[src/rtl/load_store_unit_if.sv]
// Bus bundle between the execute stage, the load/store unit and the data memory.
// The slave modport is the load/store unit's view; master is the surrounding system.
interface load_store_unit_if;
    logic        req_valid;
    logic        req_ready;
    logic        req_we;
    logic [1:0]  req_size;
    logic        req_unsigned;
    logic [31:0] req_addr;
    logic [31:0] req_wdata;
    logic        resp_valid;
    logic [31:0] resp_rdata;
    logic        resp_misaligned;
    logic [31:0] mem_addr;
    logic        mem_we;
    logic [31:0] mem_w_data;
    logic [31:0] mem_r_data;

    modport slave (
        input  req_valid, req_we, req_size, req_unsigned, req_addr, req_wdata, mem_r_data,
        output req_ready, resp_valid, resp_rdata, resp_misaligned, mem_addr, mem_we, mem_w_data
    );

    modport master (
        output req_valid, req_we, req_size, req_unsigned, req_addr, req_wdata, mem_r_data,
        input  req_ready, resp_valid, resp_rdata, resp_misaligned, mem_addr, mem_we, mem_w_data
    );
endinterface

[src/rtl/load_store_unit.sv]
// Single-outstanding load/store unit: byte/half/word accesses to a word-wide memory,
// with read-modify-write for sub-word stores and alignment fault detection.
module load_store_unit (
    input  logic             clk,
    input  logic             rst,
    load_store_unit_if.slave bus
);
    typedef enum logic [2:0] {IDLE, READ, CAPT, WRITE, RESP} state_e;

    localparam logic [1:0] SZ_BYTE = 2'b00;
    localparam logic [1:0] SZ_HALF = 2'b01;
    localparam logic [1:0] SZ_WORD = 2'b10;

    state_e      state_q;
    logic        we_q;
    logic        unsigned_q;
    logic [1:0]  size_q;
    logic [1:0]  offset_q;
    logic [15:0] wdata_q;
    logic        resp_valid_q;
    logic        resp_misaligned_q;
    logic [31:0] resp_rdata_q;
    logic [31:0] mem_addr_q;
    logic [31:0] mem_w_data_q;
    logic        mem_we_q;

    logic        fault_d;
    logic [7:0]  lane_b;
    logic [15:0] lane_h;
    logic [31:0] load_data_d;
    logic [31:0] merge_data_d;

    always_comb begin
        // NOTE: default first, so no branch of the case can leave fault_d unassigned (latch).
        fault_d = 1'b0;
        case (bus.req_size)
            SZ_BYTE: fault_d = 1'b0;
            SZ_HALF: fault_d = bus.req_addr[0];
            SZ_WORD: fault_d = |bus.req_addr[1:0];
            default: fault_d = 1'b1;
        endcase
    end

    // Little-endian lane select on the captured read word, plus the merged store word.
    always_comb begin
        lane_b       = bus.mem_r_data[{offset_q, 3'b000} +: 8];
        lane_h       = bus.mem_r_data[{offset_q[1], 4'b0000} +: 16];
        load_data_d  = bus.mem_r_data;
        merge_data_d = bus.mem_r_data;
        case (size_q)
            SZ_BYTE: begin
                load_data_d = unsigned_q ? {24'h0, lane_b} : {{24{lane_b[7]}}, lane_b};
                merge_data_d[{offset_q, 3'b000} +: 8] = wdata_q[7:0];
            end
            SZ_HALF: begin
                load_data_d = unsigned_q ? {16'h0, lane_h} : {{16{lane_h[15]}}, lane_h};
                merge_data_d[{offset_q[1], 4'b0000} +: 16] = wdata_q[15:0];
            end
            default: ;
        endcase
    end

    always_ff @(posedge clk) begin
        if (rst) begin
            state_q           <= IDLE;
            we_q              <= 1'b0;
            unsigned_q        <= 1'b0;
            size_q            <= 2'b00;
            offset_q          <= 2'b00;
            wdata_q           <= 16'h0;
            resp_valid_q      <= 1'b0;
            resp_misaligned_q <= 1'b0;
            resp_rdata_q      <= 32'h0;
            mem_addr_q        <= 32'h0;
            mem_w_data_q      <= 32'h0;
            mem_we_q          <= 1'b0;
        end else begin
            // NOTE: non-blocking throughout, so every decision here sees pre-edge values.
            resp_valid_q <= 1'b0;
            mem_we_q     <= 1'b0;
            case (state_q)
                IDLE: begin
                    if (bus.req_valid) begin
                        we_q       <= bus.req_we;
                        unsigned_q <= bus.req_unsigned;
                        size_q     <= bus.req_size;
                        offset_q   <= bus.req_addr[1:0];
                        wdata_q    <= bus.req_wdata[15:0];
                        if (fault_d) begin
                            resp_valid_q      <= 1'b1;
                            resp_rdata_q      <= 32'h0;
                            resp_misaligned_q <= 1'b1;
                            state_q           <= RESP;
                        end else begin
                            mem_addr_q <= {bus.req_addr[31:2], 2'b00};
                            if (bus.req_we && bus.req_size == SZ_WORD) begin
                                mem_w_data_q <= bus.req_wdata;
                                mem_we_q     <= 1'b1;
                                state_q      <= WRITE;
                            end else begin
                                state_q <= READ;
                            end
                        end
                    end
                end
                READ: state_q <= CAPT;
                CAPT: begin
                    if (we_q) begin
                        mem_w_data_q <= merge_data_d;
                        mem_we_q     <= 1'b1;
                        state_q      <= WRITE;
                    end else begin
                        resp_valid_q      <= 1'b1;
                        resp_rdata_q      <= load_data_d;
                        resp_misaligned_q <= 1'b0;
                        state_q           <= RESP;
                    end
                end
                WRITE: begin
                    resp_valid_q      <= 1'b1;
                    resp_rdata_q      <= 32'h0;
                    resp_misaligned_q <= 1'b0;
                    state_q           <= RESP;
                end
                RESP:    state_q <= IDLE;
                default: state_q <= IDLE;
            endcase
        end
    end

    // A reset landing in WRITE must suppress the memory write in that same cycle.
    assign bus.req_ready       = (state_q == IDLE) && !rst;
    assign bus.mem_we          = mem_we_q && !rst;
    assign bus.resp_valid      = resp_valid_q;
    assign bus.resp_rdata      = resp_rdata_q;
    assign bus.resp_misaligned = resp_misaligned_q;
    assign bus.mem_addr        = mem_addr_q;
    assign bus.mem_w_data      = mem_w_data_q;
endmodule
[src/flat_wrapper.sv]
// flat-port wrapper written by rule: the top's interface ports become plain ports
module load_store_unit_flat 
  (clk, rst, bus_req_valid, bus_req_we, bus_req_size, bus_req_unsigned, bus_req_addr, bus_req_wdata, bus_mem_r_data, bus_req_ready, bus_resp_valid, bus_resp_rdata, bus_resp_misaligned, bus_mem_addr, bus_mem_we, bus_mem_w_data);
  load_store_unit_if bus_i ();
  input  logic clk;
  input  logic rst;
  input wire logic [$bits(bus_i.req_valid)-1:0] bus_req_valid;
  input wire logic [$bits(bus_i.req_we)-1:0] bus_req_we;
  input wire logic [$bits(bus_i.req_size)-1:0] bus_req_size;
  input wire logic [$bits(bus_i.req_unsigned)-1:0] bus_req_unsigned;
  input wire logic [$bits(bus_i.req_addr)-1:0] bus_req_addr;
  input wire logic [$bits(bus_i.req_wdata)-1:0] bus_req_wdata;
  input wire logic [$bits(bus_i.mem_r_data)-1:0] bus_mem_r_data;
  output wire logic [$bits(bus_i.req_ready)-1:0] bus_req_ready;
  output wire logic [$bits(bus_i.resp_valid)-1:0] bus_resp_valid;
  output wire logic [$bits(bus_i.resp_rdata)-1:0] bus_resp_rdata;
  output wire logic [$bits(bus_i.resp_misaligned)-1:0] bus_resp_misaligned;
  output wire logic [$bits(bus_i.mem_addr)-1:0] bus_mem_addr;
  output wire logic [$bits(bus_i.mem_we)-1:0] bus_mem_we;
  output wire logic [$bits(bus_i.mem_w_data)-1:0] bus_mem_w_data;
  assign bus_i.req_valid = bus_req_valid;
  assign bus_i.req_we = bus_req_we;
  assign bus_i.req_size = bus_req_size;
  assign bus_i.req_unsigned = bus_req_unsigned;
  assign bus_i.req_addr = bus_req_addr;
  assign bus_i.req_wdata = bus_req_wdata;
  assign bus_i.mem_r_data = bus_mem_r_data;
  assign bus_req_ready = bus_i.req_ready;
  assign bus_resp_valid = bus_i.resp_valid;
  assign bus_resp_rdata = bus_i.resp_rdata;
  assign bus_resp_misaligned = bus_i.resp_misaligned;
  assign bus_mem_addr = bus_i.mem_addr;
  assign bus_mem_we = bus_i.mem_we;
  assign bus_mem_w_data = bus_i.mem_w_data;
  load_store_unit u_core (.clk(clk), .rst(rst), .bus(bus_i));
endmodule
[config.mk]
export PLATFORM = sky130hd
export DESIGN_NAME = load_store_unit_flat
export DESIGN_NICKNAME = d
export VERILOG_FILES = /design/src/rtl/load_store_unit_if.sv /design/src/rtl/load_store_unit.sv /design/src/flat_wrapper.sv
export SDC_FILE = /design/constraint.sdc
export NUM_CORES = 1
export LEC_CHECK = 0
export ABC_CLOCK_PERIOD_IN_PS = 7400
export CORE_MARGIN = 3
export CORE_UTILIZATION = 51
export CTS_BUF_LIST = sky130_fd_sc_hd__clkbuf_8 sky130_fd_sc_hd__clkbuf_16
export DETAILED_ROUTE_END_ITERATION = 8
export PLACE_DENSITY_LB_ADDON = 0.25
export SLEW_MARGIN = 0
export SYNTH_ARGS = -nofsm -noshare
export SYNTH_HDL_FRONTEND = slang
export SYNTH_SLANG_ARGS = --single-unit
[constraint.sdc]
create_clock -name clk -period 7.4 [get_ports clk]
set_input_delay 1.48 -clock clk [delete_from_list [all_inputs] [get_ports clk]]
set_output_delay 1.48 -clock clk [all_outputs]
set_load 0.03 [all_outputs]
==> impl_metrics.csv <==
group,metric,value,unit
status,outcome,"finished, final reports clean",
global_route,antenna_found_initial,0,
global_route,grt.total_usage,0.3120,
finish,instances_no_fill,1128,
global_route,grt_max_degree,73,
sta,finalCritPeriodShare,0.6003,
worst_setup_path,crit_path_start,"rst",
drt,vias_per_cell,6.105,
worst_setup_path,crit_family,"buffers and inverters",
global_route,grt_pass1_vias,6530,
cts,h-tree-depth,4,
floorplan,die-area,0.01409,mm2
place,hpwl,16060,um
yosys,yosysUniqueCellTypes,66,
place,port_buffers,200,
yosys,synth_edf_count,0,
floorplan,pin_count,203,
cts,cts_buffers,17,
drt,wl,22630,um
cts,postCtsHoldBufs,0,
cts,cts_tree,"done",
place,dpl.cell_count,1096,
yosys,syn_inst,792,
sta,tightest_slew,1.271,ns
flow_run,max_cap_violations,0,
cts,cts_sinks,122,
finish,fin_nets,1055,
worst_setup_path,criticalPathCategory,"primary input to output pin",
floorplan,core_area,0.01221,mm2
sta,setup_tns,0,ns
finish,synthToLayoutAreaGrowth,39.59,%
global_route,gr-total-overflow,0,
sta,skew,0.005868,ns
worst_setup_path,crit_buf_inv,3,
cts,root_buffer,"clkbuf_16",
worst_setup_path,worstPathArrival,2.96,ns
floorplan,die_w,118.7,um
cts,cts_resized,0,
sta,slew_headroom,0.1413,
worst_setup_path,start_kind,"primary input",
sta,layout_min_cycle_time,4.442,ns
drt,antenna_left,0,
pwr,irDropWorstVdd,0.0001483,V
worst_setup_path,r2r-start,"u_core.offset_q[1]",
worst_hold_path,hold_class,"flop to flop",
worst_hold_path,hold_path_startpoint,"u_core.bus.mem_w_data[16]",
finish,diodes,0,
place,gp_congestion,0.9466,
sta,timing.final.max_slew_violations,0,
drt,drc,0,
finish,fin_util,0.7406,
floorplan,start_util,0.5305,
yosys,synth_flop_cell,"dfxtp_1",
floorplan,fp.dieH,118.7,um
floorplan,fp-row-count,40,
sta,setup_viol,0,
sta,max_freq,225.1,MHz
worst_setup_path,worstPathRequired,5.92,ns
cts,path_clk_slew,0.06,ns
yosys,synthesis.area,0.006479,mm2
finish,drive_above_1_share,0.08646,
drt,drt_iter0_drc,701,
worst_setup_path,cp_max_fo,72,
worst_setup_path,critPathSlowestCell,"clkdlybuf4s50_1",
worst_setup_path,path_cells,"buf_2 -> buf_4 -> nor2b_1 -> clkdlybuf4s50_1",
pwr,static-leakage-power,0.003125,uW
worst_setup_path,worst_path_largest_cell_delay,0.63,ns
cts,postCtsSetupRepairBufs,0,
yosys,postSynthAreaPerCell,8.180,um2
drt,dr.pass1.iters,5,
yosys,synth_warnings,0,
cts,clk_latency,0.42,ns
drt,vias,6887,
cts,cts_buffer_depth,2,
sta,hold_violations,0,
sta,rsz0062_at_grt,"no",
yosys,synth-seq-cells,122,
drt,avgRoutedWirePerCell,20.06,um
global_route,grt_pass1_wl,35380,um
pwr,power_density,206.2,mW/mm2
yosys,ys_seq_area_frac,0.3770,
worst_setup_path,cp-end-kind,"output pin",
yosys,synthArstFlopShare,0,
-- state kept, by name, summed over array words and instances, names as in the netlist --
signal                      flops
u_core.bus.resp_misaligned      1
u_core.bus.resp_valid           1
u_core.bus.mem_addr            30
u_core.bus.mem_w_data          32
u_core.bus.resp_rdata          32
u_core.unsigned_q               1
u_core.size_q                   2
u_core.wdata_q                 16
u_core.we_q                     1
u_core.state_q                  3
u_core.offset_q                 2
u_core.mem_we_q                 1
-- cells by family after synthesis --
logic type / synth area share
flops: 0.3770
simple gates: 0.2291
buf+inv: 0.05716
other cells: 0.0005788
fa+ha+maj: 0.009656
mux: 0.01893
compound gates: 0.3076
-- per-stage QoR --
step / total power, uW / instance area, um2 / hold WS (ns) / worst slack, ns
3_3_place_gp: 1032 / 8447 / 0.4347 / 3.014
3_5_place_dp: 1041 / 8447 / 0.4449 / 3.001
2_1_floorplan: 902.3 / 6482 / 0.4446 / 3.095
5_1_grt: 1920 / 9044 / 0.4744 / 2.895
6_report: 1864 / 9044 / 0.4544 / 2.958
4_1_cts: 1861 / 9044 / 0.4540 / 2.975
-- worst reg2reg max path: stages, from the launching register on --
cell      delay (ns)
dfxtp_1         0.33
clkinv_1        0.27
ha_1            0.69
nor4bb_1        1.05
a32oi_1         0.29
o221a_2         0.34
o31ai_1         0.23
-- area by class of cell --
cell class	count	area (um2)
multi-input cells	588	3700
fillers	935	3168
flip-flops and latches	122	2442
repair buffers	208	2057
clock buffers	19	452.9
well taps	168	210.2
clock inverters	13	143.9
inverters	10	37.54
-- synth_stat cells, types with 2 or more instances --
master	number	area, um2
o32a_1	5	50.05
nor3b_1	14	105.1
o221a_2	5	56.30
buf_4	6	45.04
nor4bb_1	7	70.07
nor3_1	5	25.02
and2_1	11	68.82
a22o_1	6	52.55
dfxtp_1	122	2442
a32o_1	25	250.2
a32oi_1	12	105.1
o2bb2ai_1	14	122.6
clkbuf_1	45	168.9
a31oi_1	12	75.07
a21o_1	3	22.52
o21a_1	8	60.06
inv_1	7	26.28
nand2b_1	16	100.1
o2bb2ai_2	10	150.1
o21ai_0	38	190.2
nor2b_1	20	125.1
nor2_1	50	187.7
nand2_1	133	499.2
a21oi_1	88	440.4
and3b_1	2	17.52
a221oi_1	8	70.07
or3_1	3	18.77
buf_1	3	11.26
clkinv_1	2	7.510
buf_2	17	85.08
nand4_1	7	43.79
or2_2	3	18.77
mux2_2	10	112.6
nand3_1	6	30.03
o2111ai_1	5	43.79
a211oi_1	6	45.04
nand4b_1	2	17.52
o31ai_1	17	127.6
o211ai_1	7	52.55
ha_1	5	62.56
buf_6	2	22.52
-- cell usage in the layout (no fill, tap or decap), types with 7 or more instances in the layout --
| master | instances |
|---|---|
| a21oi_1 | 87 |
| a221oi_1 | 8 |
| a31oi_1 | 12 |
| a32o_1 | 25 |
| a32oi_1 | 12 |
| and2_1 | 11 |
| buf_4 | 8 |
| clkbuf_16 | 17 |
| clkdlybuf4s50_1 | 199 |
| dfxtp_1 | 122 |
| inv_1 | 7 |
| mux2_2 | 10 |
| nand2_1 | 133 |
| nand2b_1 | 16 |
| nand4_1 | 7 |
| nor2_1 | 50 |
| nor2b_1 | 20 |
| nor3b_1 | 13 |
| nor4bb_1 | 7 |
| o211ai_1 | 7 |
| o21a_1 | 8 |
| o21ai_0 | 37 |
| o2bb2ai_1 | 14 |
| o2bb2ai_2 | 10 |
| o31ai_1 | 17 |
-- final timing paths --
kind	to	slack [ns]	cells past startpoint
max reg2reg	u_core.bus.mem_w_data[17]	4.11	6
min reg2reg	u_core.bus.mem_w_data[16]	0.45	2
min	u_core.bus.mem_w_data[16]	0.45	2
max	bus_mem_we	2.96	4
-- power breakdown --
group	switching (uW)	total [uW]	internal (uW)
sequential	22.4	701	679
combinational	196	334	139
clock	314	829	515
total	532	1860	1330
-- layer usage --
layer | share of wire | GRT usage
met1 | 0.40 | 0.4060
met2 | 0.47 | 0.4945
met3 | 0.099 | 0.07273
met4 | 0.032 | 0.1354
met5 | 0 | 0
(Power assumes the default switching activity.)
